==> src/rtl/change_dispenser.sv <==
// Coin-return controller: latches credit/price on start, then pays the change
// out largest-coin-first over a 4-phase req/ack handshake with the ejector.
module change_dispenser #(
    parameter logic [7:0] COIN0       = 8'd50,
    parameter logic [7:0] COIN1       = 8'd25,
    parameter logic [7:0] COIN2       = 8'd10,
    parameter logic [7:0] COIN3       = 8'd5,
    parameter logic [7:0] COIN4       = 8'd1,
    parameter int         ACK_TIMEOUT = 16
) (
    input  logic       clk,
    input  logic       rst,
    input  logic       start,
    input  logic [7:0] credit,
    input  logic [7:0] price,
    input  logic       coin_ack,
    output logic       coin_req,
    output logic [2:0] coin_sel,
    output logic [7:0] remaining,
    output logic       busy,
    output logic       done,
    output logic       insufficient,
    output logic       fault
);
    localparam logic [2:0] S_IDLE     = 3'd0;
    localparam logic [2:0] S_CHECK    = 3'd1;
    localparam logic [2:0] S_SELECT   = 3'd2;
    localparam logic [2:0] S_REQ      = 3'd3;
    localparam logic [2:0] S_WAIT_REL = 3'd4;
    localparam logic [2:0] S_DONE     = 3'd5;
    localparam logic [2:0] S_ERR      = 3'd6;
    localparam logic [2:0] S_FAULT    = 3'd7;

    localparam int             CW       = $clog2(ACK_TIMEOUT + 1);
    localparam logic [CW-1:0]  TMO_LAST = CW'(ACK_TIMEOUT - 1);
    localparam logic [4:0][7:0] COIN_TAB = {COIN4, COIN3, COIN2, COIN1, COIN0};

    logic [2:0]    state;
    logic [7:0]    credit_q, price_q;
    logic [CW-1:0] tmo_cnt;
    logic [4:0]    fits;
    logic [2:0]    pick;

    for (genvar i = 0; i < 5; i++) begin : g_fit
        assign fits[i] = (COIN_TAB[i] <= remaining);
    end

    // Lowest index wins; COIN4 == 1 guarantees a hit whenever remaining != 0.
    always_comb begin
        pick = 3'd4;
        for (int i = 4; i >= 0; i--)
            if (fits[i]) pick = 3'(i);
    end

    always_ff @(posedge clk or negedge rst) begin
        if (!rst) begin
            state        <= S_IDLE;
            credit_q     <= '0;
            price_q      <= '0;
            tmo_cnt      <= '0;
            coin_req     <= 1'b0;
            coin_sel     <= '0;
            remaining    <= '0;
            busy         <= 1'b0;
            done         <= 1'b0;
            insufficient <= 1'b0;
            fault        <= 1'b0;
        end else begin
            done         <= 1'b0;
            insufficient <= 1'b0;
            case (state)
                S_IDLE: if (start) begin
                    credit_q <= credit;
                    price_q  <= price;
                    fault    <= 1'b0;
                    busy     <= 1'b1;
                    state    <= S_CHECK;
                end
                S_CHECK: if (credit_q < price_q) begin
                    remaining    <= '0;
                    insufficient <= 1'b1;
                    state        <= S_ERR;
                end else begin
                    remaining <= credit_q - price_q;
                    state     <= S_SELECT;
                end
                S_SELECT: if (remaining == '0) begin
                    done  <= 1'b1;
                    state <= S_DONE;
                end else begin
                    coin_sel <= pick;
                    coin_req <= 1'b1;
                    tmo_cnt  <= '0;
                    state    <= S_REQ;
                end
                S_REQ: if (coin_ack) begin
                    remaining <= remaining - COIN_TAB[coin_sel];
                    coin_req  <= 1'b0;
                    state     <= S_WAIT_REL;
                end else if (tmo_cnt == TMO_LAST) begin
                    coin_req <= 1'b0;
                    fault    <= 1'b1;
                    state    <= S_FAULT;
                end else begin
                    tmo_cnt <= tmo_cnt + 1'b1;
                end
                // Holding here until ack drops keeps the handshake 4-phase.
                S_WAIT_REL: if (!coin_ack) state <= S_SELECT;
                S_DONE: begin
                    remaining <= '0;
                    busy      <= 1'b0;
                    state     <= S_IDLE;
                end
                S_ERR, S_FAULT: begin
                    busy  <= 1'b0;
                    state <= S_IDLE;
                end
                default: begin
                    coin_req <= 1'b0;
                    busy     <= 1'b0;
                    state    <= S_IDLE;
                end
            endcase
        end
    end
endmodule

==> config.mk <==
export PLATFORM = sky130hd
export DESIGN_NAME = change_dispenser
export DESIGN_NICKNAME = d
export VERILOG_FILES = /design/src/rtl/change_dispenser.sv
export SDC_FILE = /design/constraint.sdc
export NUM_CORES = 1
export LEC_CHECK = 0
export CAP_MARGIN = 20
export CORE_ASPECT_RATIO = 1.5
export CORE_UTILIZATION = 59
export CTS_CLUSTER_DIAMETER = 200
export DETAILED_ROUTE_END_ITERATION = 7
export HOLD_SLACK_MARGIN = 0.15
export PLACE_DENSITY_LB_ADDON = 0.1
export SYNTH_ARGS = -nofsm -noshare
export SYNTH_HDL_FRONTEND = slang
export SYNTH_SLANG_ARGS = --single-unit
==> constraint.sdc <==
create_clock -name clk -period 3 [get_ports clk]
set_input_delay 0.45 -clock clk [delete_from_list [all_inputs] [get_ports clk]]
set_output_delay 0.45 -clock clk [all_outputs]
set_load 0.01 [all_outputs]
### Yosys cells after proc, flatten, opt, wreduce, memory -nomap -nowiden

Memory sizes are Yosys's and may differ from the RTL's.
Index checks and enable logic that the tools add are counted.

| cells by class | value |
|---|---|
| $lt $le $gt $ge | 6 |
| reductions and logical operators | 15 |
| $add $sub $neg | 3 |
| bitwise gates (word level) | 1 |
| eq/ne operators | 16 |
| multiplexer cells | 33 |

Operator list:

| operator | number |
|---|---|
| $mux 3 | 10 |
| $mux 8 | 3 |
| $pmux 8 s3 | 1 |
| $pmux 3 s6 | 1 |
| $sub 8x8->8 | 2 |
| $mux 5 | 3 |
| $ne 2x2->1 const B | 7 |
| $eq 3x3->1 const B | 4 |
| $mux 1 | 11 |
| $pmux 5 s2 | 1 |
| $le 3x8->1 const A | 1 |
| $le 4x8->1 const A | 1 |
| $le 5x8->1 const A | 1 |
| $le 6x8->1 const A | 1 |
| $logic_not 8->1 | 1 |
| $lt 8x8->1 | 1 |
| $reduce_and 2->1 | 4 |
| $reduce_and 4->1 | 2 |
| $eq 3x2->1 const B | 2 |
| $pmux 1 s2 | 3 |
| $reduce_and 3->1 | 2 |
| $reduce_bool 2->1 | 3 |
| $add 5x1->5 const B | 1 |
| $eq 5x4->1 const B | 1 |
| other kinds (7) | 7 |

| storage, ports and cells | value |
|---|---|
| bits in registers | 40 |
| ROM bits | 64 |
| output and inout port bits | 16 |
| word-level logic and storage cells | 86 |
| memories | 1 |

Memory list:

| name | depth | bits a word | rd ports | clocked after memory_dff | wr ports | line | RTL |
|---|---|---|---|---|---|---|---|
| (name not given) | 8 | 8 | 1 | 0 | 0 | 97 | `remaining <= remaining - COIN_TAB[coin_sel];` |

### Longest topological paths before layout

Gate-level depths: netlist of run 1.

| depth | value |
|---|---|
| depth after elaboration | 5 |
| gate-level depth with buffers | 9 |
| mapped depth without buffers | 9 |

### Worst setup path before layout of run 1

OpenSTA, ideal clock, no wires.

| timing path | value |
|---|---|
| path type | register to register |
| from | register coin_sel[2] |
| to | register remaining[6] |
| setup time | 0.141 ns |
| stages on the path, launching flop included | 8 |
| path slack | 0.912 ns |
| required time | 2.859 ns |
| period minus slack after synthesis | 2.088 ns |
| arrival | 1.947 ns |
| cells stage by stage | dfrtp_1 -> or2_2 -> fa_1 -> a21o_1 -> a211oi_1 -> o211ai_1 -> a2bb2oi_1 -> o31ai_1 |

| on the way | value |
|---|---|
| longest elaborated chain between the ends | 5 |

Ends and longest elaborated chain:

| what | line | RTL |
|---|---|---|
| start, declared | 18 | `output logic [2:0] coin_sel,` |
| start signal, assigned | 91 | `coin_sel <= pick;` |
| $mem_v2 8x8 | - |  |
| $mux 8 (implied by the code) | 97 |  |
| $sub 8x8->8 | 97 |  |
| $mux 8 | 96 | `S_REQ: if (coin_ack) begin` |
| $pmux 8 s3 | 71 | `case (state)` |
| end signal, assigned | 84 | `remaining <= credit_q - price_q;` |
| end signal, assigned | 97 |  |
| end, declared | 19 | `output logic [7:0] remaining,` |

No other way between the ends. The select of a mux whose other input is x is not followed.
A chain may end at the register's enable or synchronous reset.

### Worst setup path in the final report of run 1

Ends and elaborated chain as after synthesis.

==> run summary, run 1 <==
=====================================================================================
Die Wd .................................................................      55.3 um
Total count of max-transition violations in the final report ...........            0
HPWL after detailed placement ..........................................      3770 um
Netlist Area Pre-Place .................................................     2510 um2
Hold Path Class ........................................................     in2async
Number of standard-cell rows in the floorplan ..........................           28
Cells after synthesis ..................................................          276
Cell area after placement ..............................................     2900 um2
Number of ports placed on the die boundary .............................           36
Port Buf Inserts .......................................................           35
Final weighted congestion of routability-driven global placement .......        0.854
Adder-Cell Fraction of Synth Area ......................................        10.5%
Longest individual stage delay on the worst path .......................      0.42 ns
Mux contribution to synthesized area ...................................        3.98%
Area share of the leading cell type in the synthesized netlist .........        39.8%
Number of enable flip-flop cells after synthesis .......................            0
Arrival time reported for the critical path endpoint ...................      2.44 ns
Global-route layer with the greatest usage .............................         met2
Final core area utilization ............................................        74.6%
Growth of design area from synthesis to finish .........................        19.5%
Area of the core .......................................................     4030 um2
Clock skew after layout ................................................   0.00683 ns
Power density over the cells ...........................................  1110 nW/um2
Tightest slew margin relative to the limit .............................        41.7%
Setup slack, reg-to-reg ................................................      0.71 ns
Detailed-route via count ...............................................        2,115
Number of antenna cells inserted .......................................            0
Crit path cell chain ................................................... or2_2, ha_1, inv_1, fa_1, a21o_1, a211oi_1, o211ai_1, a2bb2oi_1, o31ai_1
Starting density of the core ...........................................        62.4%
Lkg Pwr ................................................................      1.31 nW
Cell family contributing the most delay on the critical path ........... compound AO/OA/AOI/OAI gates
Element type at the critical path end ..................................         flop
Combinational family with the most area after synthesis ................ compound AO/OA/AOI/OAI gates
Reg-to-reg endpoint .................................................... remaining[6]
Proportion of layout cells with a drive suffix above 1 .................        8.63%
Most frequently used cell type in the post-synthesis netlist ........... sky130_fd_sc_hd__dfrtp_1
Pin count of the biggest net entering global routing ...................           41
Met3 layer usage reported by global route ..............................        3.31%
Final hold vios ........................................................            0
Final standard cell area without fillers ...............................     3010 um2
Via count of the first global-routing pass .............................        2,005
Proportion of power drawn by combinational gates .......................        58.1%
Internal power contribution ............................................      1.93 mW
Clock slew at reported path FFs ........................................      0.08 ns
TritonCTS clock tree ...................................................          yes
Highest fanout seen on the critical path ...............................            7
Final cell count without fillers .......................................          358
Met1 GRT Util ..........................................................        27.1%
Library cell used as clock root buffer ................................. sky130_fd_sc_hd__clkbuf_8
Final layout net count .................................................          352
Mean instance size in the synthesized netlist ..........................     9.11 um2
Number of buffers on the longest clock path ............................            2
Global-route met2 utilization ..........................................        43.5%
Total buffers and inverters traversed by the critical path .............            1
# H-tree levels ........................................................            2
Post-synth top area cell ............................................... sky130_fd_sc_hd__dfrtp_1
Number of buffers added for setup after CTS ............................            0
Hold_buf cts ...........................................................            0
Clock insertion delay at the later pin of the skew report ..............      0.29 ns
Sinks on Clock Net .....................................................           40
Worst R2R Path Depth ...................................................            9
Async S/R FF share, synth ..............................................         100%
Via-to-Cell Ratio ......................................................         5.91
Max Cap Violations .....................................................            0
Global-route total usage across every layer ............................        23.9%
Time the final worst path needs with I/O delays and setup ..............      2.29 ns
Dominant cells by area after synthesis ................................. sky130_fd_sc_hd__dfrtp_1 40%, sky130_fd_sc_hd__ha_1 9.0%, sky130_fd_sc_hd__o21ai_0 5.2%
Wirelength, routed .....................................................      5070 um
Synth cell types .......................................................           51
Remaining routing DRC violations .......................................            0
Antenna Nets Post-Route ................................................            0
Mean routed wirelength per cell ........................................      14.2 um
Most used standard cells in the synthesized netlist .................... 40 x sky130_fd_sc_hd__dfrtp_1, 31 x sky130_fd_sc_hd__nand2_1, 26 x sky130_fd_sc_hd__o21ai_0, 20 x sky130_fd_sc_hd__a21oi_1, 19 x sky130_fd_sc_hd__inv_1
Sum of overflow across all layers after global routing .................            0
Outcome ................................................................ finished, final reports clean
Post-synthesis share of cell area spent on and, or, nand and nor gates .        19.5%
RSZ-0062 raised after global routing ...................................           no
Critical Path Start ....................................................  coin_sel[2]
Antenna violations before repair .......................................            0
Crit share post-route ..................................................        76.3%
Reg power frac .........................................................        29.0%
Complex-gate fraction of the synthesized area ..........................        19.6%
Cell count after placement .............................................          350
Flip-flop cell with the highest count after synthesis .................. sky130_fd_sc_hd__dfrtp_1
Parity-gate share of the synthesized area counting xor and xnor cells ..        2.44%
Proportion of total power due to net switching .........................        42.3%
Required @ worst endpoint ..............................................      3.15 ns
Critical path class ....................................................      reg2reg
FMAX ...................................................................      437 MHz
First-pass GRT wire length .............................................      8540 um
Clock share of power ...................................................        12.9%
Worst voltage drop across the vdd grid .................................       719 uV
Height of the die ......................................................      82.0 um
Sequential area share after synthesis ..................................        39.8%
Final Setup Violations .................................................            0
Total die area .........................................................     4530 um2
Total of warnings raised by yosys ......................................            0
Startpoint type of the worst setup path ................................         flop
Switch Pwr .............................................................      1.42 mW
Critical path depth ....................................................            9
Syn_nets ...............................................................          316
TritonCTS Buffers ......................................................            5
Starting DRC count in detailed routing .................................           56
Flip-flop and latch count after synthesis ..............................           40
Slew at the pin with the worst max-slew slack ..........................     0.874 ns
CP max stage cell ...................................................... sky130_fd_sc_hd__dfrtp_1
Total negative slack for setup checks ..................................         0 ns
Number of detailed-route iterations in the first pass ..................            4
CTS-repair resized insts ...............................................            0
Worst reg2reg startpoint ...............................................  coin_sel[2]
=====================================================================================
routing by layer:
layer / vias up / routed length (um)
li1: 1051 / -
met5: - / 0
met1: 1005 / 2140
met2: 46 / 2670
met4: 0 / 139
met3: 13 / 113
placed cells by master, fill, tap and decap left out, types with 3 or more instances in the layout:
master	netlist	final
sky130_fd_sc_hd__a21oi_1	20	20
sky130_fd_sc_hd__clkbuf_8	0	5
sky130_fd_sc_hd__clkdlybuf4s50_1	0	34
sky130_fd_sc_hd__dfrtp_1	40	40
sky130_fd_sc_hd__ha_1	18	18
sky130_fd_sc_hd__inv_1	19	19
sky130_fd_sc_hd__mux2_2	8	8
sky130_fd_sc_hd__nand2_1	31	31
sky130_fd_sc_hd__nand2b_1	9	9
sky130_fd_sc_hd__nand3_1	3	3
sky130_fd_sc_hd__nor2_1	15	15
sky130_fd_sc_hd__nor2b_1	7	7
sky130_fd_sc_hd__nor3_1	9	9
sky130_fd_sc_hd__nor3b_1	3	3
sky130_fd_sc_hd__o211ai_1	5	5
sky130_fd_sc_hd__o21a_1	4	4
sky130_fd_sc_hd__o21ai_0	26	26
sky130_fd_sc_hd__o221ai_1	3	3
sky130_fd_sc_hd__or2_2	3	3
sky130_fd_sc_hd__or3_1	3	3
sky130_fd_sc_hd__xnor2_1	3	3
sky130_fd_sc_hd__xor2_1	4	4
per-stage QoR:
stage	setup WS [ns]	total power, mW	hold slack [ns]
6_report	0.710	3.35	0.274
5_1_grt	0.540	3.65	0.358
4_1_cts	0.721	3.36	0.307
3_5_place_dp	0.728	2.90	0.503
3_3_place_gp	0.824	2.86	0.488
2_1_floorplan	0.912	2.40	0.154
worst max path at each step:
stage	slack, ns	to
after floorplan	0.91	remaining[6]
after global placement	0.82	remaining[6]
after detailed placement	0.73	remaining[6]
after CTS	0.72	remaining[6]
after global routing	0.54	remaining[6]
final	0.71	remaining[6]
layout make-up:
| type | instances | area [um2] |
|---|---|---|
| clock buffers | 6 | 72.6 |
| clock inverters | 2 | 35.0 |
| fillers | 326 | 1020 |
| inverters | 19 | 71.3 |
| multi-input cells | 209 | 1410 |
| flip-flops and latches | 40 | 1000 |
| well taps | 45 | 56.3 |
| repair buffers | 37 | 360 |
flip-flops by register name, summed over array words and instances, names as in the netlist:
name          cells
busy              1
coin_req          1
coin_sel          3
credit_q          8
done              1
fault             1
insufficient      1
price_q           8
remaining         8
state             3
tmo_cnt           5
logic make-up (layout without fill, tap and decap cells):
| logic type | count (synthesis) | count (layout) |
|---|---|---|
| mux | 9 | 9 |
| fa+ha+maj | 20 | 20 |
| compound gates | 78 | 78 |
| buf+inv | 27 | 64 |
| xor+xnor | 7 | 7 |
| simple gates | 95 | 95 |
| flops | 40 | 40 |
power groups by stage:
stage	clock (mW)	combinational (mW)	sequential (mW)
after CTS	0.444	1.94	0.970
after floorplan	0	1.48	0.922
after global routing	0.460	2.18	1.01
final	0.431	1.94	0.970
after global placement	0	1.89	0.970
after detailed placement	0	1.92	0.981
Power figures use the tool's default switching activity.
==> run 2, diff against run 1 <==
--- a/config.mk
+++ b/config.mk
@@ -7,7 +7,7 @@
 export LEC_CHECK = 0
 export CAP_MARGIN = 20
 export CORE_ASPECT_RATIO = 1.5
-export CORE_UTILIZATION = 59
+export CORE_UTILIZATION = 55
 export CTS_CLUSTER_DIAMETER = 200
 export DETAILED_ROUTE_END_ITERATION = 7
 export HOLD_SLACK_MARGIN = 0.15
==> constraint.sdc (replaced) <==
create_clock -name clk -period 2.16 [get_ports clk]
set_input_delay 0.324 -clock clk [delete_from_list [all_inputs] [get_ports clk]]
set_output_delay 0.324 -clock clk [all_outputs]
set_load 0.01 [all_outputs]
==> run 2 against run 1 <==
The flow now finishes with violations (design-rule violations). Critical path depth rose by 1. Sequential share of layout area fell by 1.5 points. Clock skew rose by 0.0022 ns. Largest cell class unchanged. Highest routed layer unchanged. Fmax rose by 11%. Critical endpoint is now remaining[7]. Via count rose by 3.4%.
==> run summary, run 2 (synthesized netlist as in run 1, its figures left out) <==
===============================================================================
Wirelength, routed ...............................................      5470 um   +7.8%
Starting density of the core .....................................        58.2%   -4.2 points
Tightest slew margin relative to the limit .......................        62.7%   +21 points
Total power of the final layout ..................................      4.84 mW   +45%
Final Setup Violations ...........................................            0   unchanged
Clock skew after layout ..........................................   0.00904 ns   +0.00221 ns
Die Wd ...........................................................      57.2 um   +3.4%
# H-tree levels ..................................................            2   unchanged
Total count of max-transition violations in the final report .....            0   unchanged
Final standard cell area without fillers .........................     3140 um2   +4.6%
Antenna violations before repair .................................            0   unchanged
Number of antenna cells inserted .................................            0   unchanged
Number of ports placed on the die boundary .......................           36   unchanged
Required @ worst endpoint ........................................      2.34 ns   -0.81 ns
Antenna Nets Post-Route ..........................................            0   unchanged
Max Cap Violations ...............................................            0   unchanged
Highest fanout seen on the critical path .........................            4   -3
Number of detailed-route iterations in the first pass ............            6   +2
Pin count of the biggest net entering global routing .............           25   -39%
Proportion of layout cells with a drive suffix above 1 ...........        15.5%   +6.9 points
Area of the core .................................................     4320 um2   +7.2%
Detailed-route via count .........................................        2,186   +3.4%
Commonest cells after routing, fill and taps aside ............... 40 x sky130_fd_sc_hd__dfrtp_1, 34 x sky130_fd_sc_hd__clkdlybuf4s50_1, 31 x sky130_fd_sc_hd__nand2_1
Global-route total usage across every layer ......................        23.9%   -0.077 points
Mean routed wirelength per cell ..................................      14.6 um   +2.9%
Total die area ...................................................     4850 um2   +7.1%
Violations in the final reports .................................. design-rule violations
Lkg Pwr ..........................................................      1.38 nW   +5.2%
Clock slew at reported path FFs ..................................      0.08 ns   about the same
Element type at the critical path end ............................         flop
Growth of design area from synthesis to finish ...................        25.0%
Sinks on Clock Net ...............................................           40   unchanged
FMAX .............................................................      485 MHz   +11%
Final hold vios ..................................................            0   unchanged
Final cell count without fillers .................................          375   +4.7%
Via count of the first global-routing pass .......................        2,089   +4.2%
Height of the die ................................................      84.8 um   +3.5%
Final weighted congestion of routability-driven global placement .        0.837   -2.0%
Startpoint type of the worst setup path ..........................         flop
Hold slack final .................................................     0.515 ns   +0.242 ns
Critical path class ..............................................      reg2reg
Final layout net count ...........................................          369   +4.8%
Power density over the cells .....................................  1540 nW/um2   +38%
Cell area after placement ........................................     2990 um2   +3.2%
Crit share post-route ............................................        95.5%   +19 points
Top flop regs .................................................... credit_q: 8 flops, price_q: 8 flops, remaining: 8 flops
First-pass GRT wire length .......................................      9110 um   +6.6%
Remaining routing DRC violations .................................            4   +4
HPWL after detailed placement ....................................      4010 um   +6.4%
Via-to-Cell Ratio ................................................         5.83   -1.3%
Outcome .......................................................... finished with violations
TritonCTS Buffers ................................................            5   unchanged
Library cell used as clock root buffer ........................... sky130_fd_sc_hd__clkbuf_8
Starting DRC count in detailed routing ...........................          113   +100%
Clock insertion delay at the later pin of the skew report ........      0.30 ns   about the same
TritonCTS clock tree .............................................          yes
Hold Path Class ..................................................      reg2reg
Worst voltage drop across the vdd grid ...........................       935 uV   +30%
Slew at the pin with the worst max-slew slack ....................     0.560 ns   -0.314 ns
Most common cell after layout, fill and taps aside ............... sky130_fd_sc_hd__dfrtp_1
Time the final worst path needs with I/O delays and setup ........      2.06 ns   -0.227 ns
Arrival time reported for the critical path endpoint .............      2.24 ns   -0.20 ns
Port Buf Inserts .................................................           35   unchanged
Number of standard-cell rows in the floorplan ....................           29   +3.6%
Sum of overflow across all layers after global routing ...........            0   unchanged
Cell count after placement .......................................          363   +3.7%
Number of buffers on the longest clock path ......................            2   unchanged
===============================================================================
run 2: critical path: stages, from the launching register on:
cell and delay (ns):
sky130_fd_sc_hd__dfrtp_1 0.34, sky130_fd_sc_hd__buf_4 0.12, sky130_fd_sc_hd__inv_1 0.04, sky130_fd_sc_hd__ha_1 0.26
sky130_fd_sc_hd__nand2b_1 0.06, sky130_fd_sc_hd__ha_1 0.36, sky130_fd_sc_hd__o21a_1 0.14, sky130_fd_sc_hd__o31a_1 0.21
sky130_fd_sc_hd__a311o_1 0.19, sky130_fd_sc_hd__o311a_1 0.16, sky130_fd_sc_hd__o21ai_0 0.07
run 2: cell type report:
type	instances	area [um2]
repair buffers	54	490
fillers	348	1170
multi-input cells	209	1440
inverters	19	71.3
clock buffers	5	68.8
clock inverters	2	12.5
flip-flops and latches	40	1000
well taps	46	57.6
run 2: worst paths after layout:
| check | to | cells past startpoint | slack [ns] | from |
|---|---|---|---|---|
| min in group asynchronous | tmo_cnt[3] | 2 | 0.56 | rst |
| worst min register to register | tmo_cnt[4] | 2 | 0.52 | tmo_cnt[4] |
| worst max-delay path | remaining[7] | 10 | 0.1 | coin_sel[0] |
| max in group asynchronous | fault | 3 | 1.06 | rst |
| worst max register to register | remaining[7] | 10 | 0.1 | coin_sel[0] |
| worst min-delay path | tmo_cnt[4] | 2 | 0.52 | tmo_cnt[4] |
run 2: per-layer routing:
layer  vias up  track usage (%)  routed length (um)
met2        56             42.9                2760
li1       1086                -                   -
met1      1031             27.7                2400
met4         0             10.2                 136
met5         -                0                   0
met3        13             3.66                 167
run 2: per-stage QoR:
stage               setup TNS (ns)  utilization, %  setup slack [ns]
floorplan                        0               -            0.0724
global placement                 0            69.2            0.0495
detailed placement         -0.0161            69.2           -0.0161
CTS                              0            71.6            0.0414
global route              -0.00274            72.8          -0.00274
finish                           0            72.8            0.0971
run 2: timing repair:
action / CTS / global route
hold buffers: 1 / 0
pin swaps: 1 / 4
resized for setup: 1 / 9
setup endpoints to repair: 1 / 8
endpoints found under the hold margin: 22 / 0
setup buffers: 1 / 3
run 2: power breakdown:
| group | internal [mW] | switching (mW) | total [mW] |
|---|---|---|---|
| Sequential | 1.04 | 0.257 | 1.30 |
| Clock | 0.219 | 0.263 | 0.482 |
| Combinational | 1.48 | 1.58 | 3.06 |
| Total | 2.74 | 2.10 | 4.84 |
==> run 3, diff against run 2 <==
--- a/config.mk
+++ b/config.mk
@@ -7,9 +7,10 @@
 export LEC_CHECK = 0
 export CAP_MARGIN = 20
 export CORE_ASPECT_RATIO = 1.5
-export CORE_UTILIZATION = 55
+export CORE_UTILIZATION = 63
 export CTS_CLUSTER_DIAMETER = 200
 export DETAILED_ROUTE_END_ITERATION = 7
+export DONT_BUFFER_PORTS = 1
 export HOLD_SLACK_MARGIN = 0.15
 export PLACE_DENSITY_LB_ADDON = 0.1
 export SYNTH_ARGS = -nofsm -noshare
==> run 3 against run 2 <==
Clock power up 7.1%. First-iteration DRC count is 53% lower. Core utilization grew 4.1 points. Global-route usage is 4.9 points higher. Clock skew up 0.0015 ns. Sequential power hardly changed. Sequential cell count did not move. The run now ends clean. Cell area down 8.3%. Non-clock buffer count decreased by 31.
==> run summary, run 3 (synthesized netlist as in run 1, its figures left out) <==
===============================================================================
Commonest cells after routing, fill and taps aside ............... 40 x sky130_fd_sc_hd__dfrtp_1, 31 x sky130_fd_sc_hd__nand2_1, 23 x sky130_fd_sc_hd__o21ai_0
Final Setup Violations ...........................................            0   unchanged
# H-tree levels ..................................................            2   unchanged
Power density over the cells .....................................  1640 nW/um2   +6.7%
Number of detailed-route iterations in the first pass ............            4   -2
Pin count of the biggest net entering global routing .............           41   +64%
Clock insertion delay at the later pin of the skew report ........      0.29 ns   about the same
Startpoint type of the worst setup path ..........................         flop
Die Wd ...........................................................      53.6 um   -6.3%
TritonCTS clock tree .............................................          yes
Antenna violations before repair .................................            0   unchanged
Highest fanout seen on the critical path .........................            6   +2
Clock skew after layout ..........................................    0.0106 ns   +0.00151 ns
Total count of max-transition violations in the final report .....            0   unchanged
Sum of overflow across all layers after global routing ...........            0   unchanged
Number of ports placed on the die boundary .......................           36   unchanged
RSZ-0062 raised after global routing .............................          yes
TritonCTS Buffers ................................................            5   unchanged
First-pass GRT wire length .......................................      8990 um   -1.3%
Remaining routing DRC violations .................................            0   -4
Final core area utilization ......................................        76.9%   +4.1 points
Top flop regs .................................................... credit_q: 8 flops, price_q: 8 flops, remaining: 8 flops
Final layout net count ...........................................          338   -8.4%
Clock slew at reported path FFs ..................................      0.07 ns   about the same
Starting DRC count in detailed routing ...........................           53   -53%
Final cell count without fillers .................................          342   -8.8%
Global-route total usage across every layer ......................        28.7%   +4.9 points
Mean routed wirelength per cell ..................................      15.8 um   +8.2%
Detailed-route via count .........................................        2,090   -4.4%
FMAX .............................................................      487 MHz   +0.51%
CP dominant cell by count ........................................ sky130_fd_sc_hd__o211ai_1
Max Cap Violations ...............................................            0   unchanged
Via count of the first global-routing pass .......................        2,106   +0.81%
Worst voltage drop across the vdd grid ...........................      1090 uV   +16%
Total die area ...................................................     4250 um2   -12%
Setup slack, reg-to-reg ..........................................      0.11 ns   about the same
Final standard cell area without fillers .........................     2880 um2   -8.3%
Library cell used as clock root buffer ........................... sky130_fd_sc_hd__clkbuf_8
Outcome .......................................................... finished, final reports clean
Starting density of the core .....................................        67.1%   +8.8 points
Cell count after placement .......................................          324   -11%
Crit share post-route ............................................        95.0%   -0.48 points
Arrival time reported for the critical path endpoint .............      2.26 ns   +0.02 ns
Sinks on Clock Net ...............................................           40   unchanged
Final hold vios ..................................................            0   unchanged
Wirelength, routed ...............................................      5390 um   -1.3%
Crit path cell chain ............................................. ha_2, fa_2, nor2b_2, o211ai_1, a31oi_1, o211ai_1, buf_4, o221ai_2
Time the final worst path needs with I/O delays and setup ........      2.05 ns   -0.0104 ns
Longest individual stage delay on the worst path .................      0.39 ns   +0.03 ns
CP max stage cell ................................................ sky130_fd_sc_hd__dfrtp_1
Via-to-Cell Ratio ................................................         6.11   +4.8%
Height of the die ................................................      79.4 um   -6.4%
Hold Path Class ..................................................       in2reg
Tightest slew margin relative to the limit .......................        69.5%   +6.8 points
Port Buf Inserts .................................................            0   -100%
Critical path class ..............................................      reg2reg
Final weighted congestion of routability-driven global placement .        0.877   +4.8%
Total power of the final layout ..................................      4.74 mW   -2.2%
HPWL after detailed placement ....................................      3790 um   -5.3%
Cell area after placement ........................................     2630 um2   -12%
Slew at the pin with the worst max-slew slack ....................     0.458 ns   -0.102 ns
Proportion of layout cells with a drive suffix above 1 ...........        18.1%   +2.6 points
Lkg Pwr ..........................................................      1.28 nW   -7.2%
Number of buffers on the longest clock path ......................            2   unchanged
Element type at the critical path end ............................         flop
Number of antenna cells inserted .................................            0   unchanged
Area of the core .................................................     3750 um2   -13%
Number of standard-cell rows in the floorplan ....................           27   -6.9%
Number of fill cells .............................................          281   -19%
Most common cell after layout, fill and taps aside ............... sky130_fd_sc_hd__dfrtp_1
Antenna Nets Post-Route ..........................................            0   unchanged
Growth of design area from synthesis to finish ...................        14.6%
Required @ worst endpoint ........................................      2.37 ns   +0.03 ns
===============================================================================
[run 3: cell types whose count changed in the layout (fill, tap and decap cells not counted), sizes merged]
cell / previous run / this run
clkinvlp: 1 / 0
buf: 19 / 17
clkinv: 1 / 2
clkdlybuf4s50: 34 / 0
dlygate4sd3: 1 / 6
clkbuf: 5 / 6
[run 3: power breakdown]
group | leakage [nW] | total, mW | switching, mW | internal, mW
clock network | 0.0510 | 0.516 | 0.261 | 0.255
logic | 0.726 | 2.89 | 1.54 | 1.35
registers | 0.507 | 1.33 | 0.286 | 1.04
[run 3: critical path, delay by kind of cell (launching register included)]
kind	cells	cell delay [ns]
AOI/OAI and AO/OA	4	0.69
adders and majority gates	2	0.55
DFF	1	0.39
buffers and inverters	1	0.19
and+or+nand+nor	1	0.15
[run 3: final timing paths]
check,from,endpoint,cells past startpoint
worst max register to register,price_q[0],remaining[4],8
min in group asynchronous,rst,coin_sel[1],2
worst min register to register,credit_q[5],credit_q[5],1
worst max-delay path,price_q[0],remaining[4],8
max in group asynchronous,rst,credit_q[7],2
worst min-delay path,price[1],price_q[1],2
[run 3: per-stage QoR]
stage	worst slack (ns)	setup TNS (ns)	hold WS (ns)
finish	0.108	0	0.162
global route	-0.0392	-0.0561	0.167
CTS	0.0118	0	0.155
detailed placement	-0.0272	-0.0272	0.0292
global placement	0.0469	0	0.0293
floorplan	0.0724	0	0.0284
[run 3: cell type report]
cell class | count | area, um2 | area share (%)
clock buffers | 6 | 82.6 | 2.86
multi-input cells | 209 | 1460 | 50.8
inverters | 19 | 71.3 | 2.47
clock inverters | 2 | 10.0 | 0.347
well taps | 43 | 53.8 | 1.87
repair buffers | 23 | 200 | 6.94
flip-flops and latches | 40 | 1000 | 34.7
[run 3: timing repair]
item,4_1_cts,5_1_grt
hold endpoints to repair,45,0
pin swaps,1,7
resized for setup,1,14
setup buffers,1,3
hold buffers,7,0
endpoints found under the setup margin,1,9
[run 3: layer usage]
layer | up-vias | track usage (%) | share of wire [%]
met1 | 996 | 32.0 | 40
met3 | 14 | 5.33 | 3.2
li1 | 1032 | - | -
met2 | 48 | 52.0 | 54
met5 | - | 0 | 0
met4 | 0 | 10.0 | 2.4
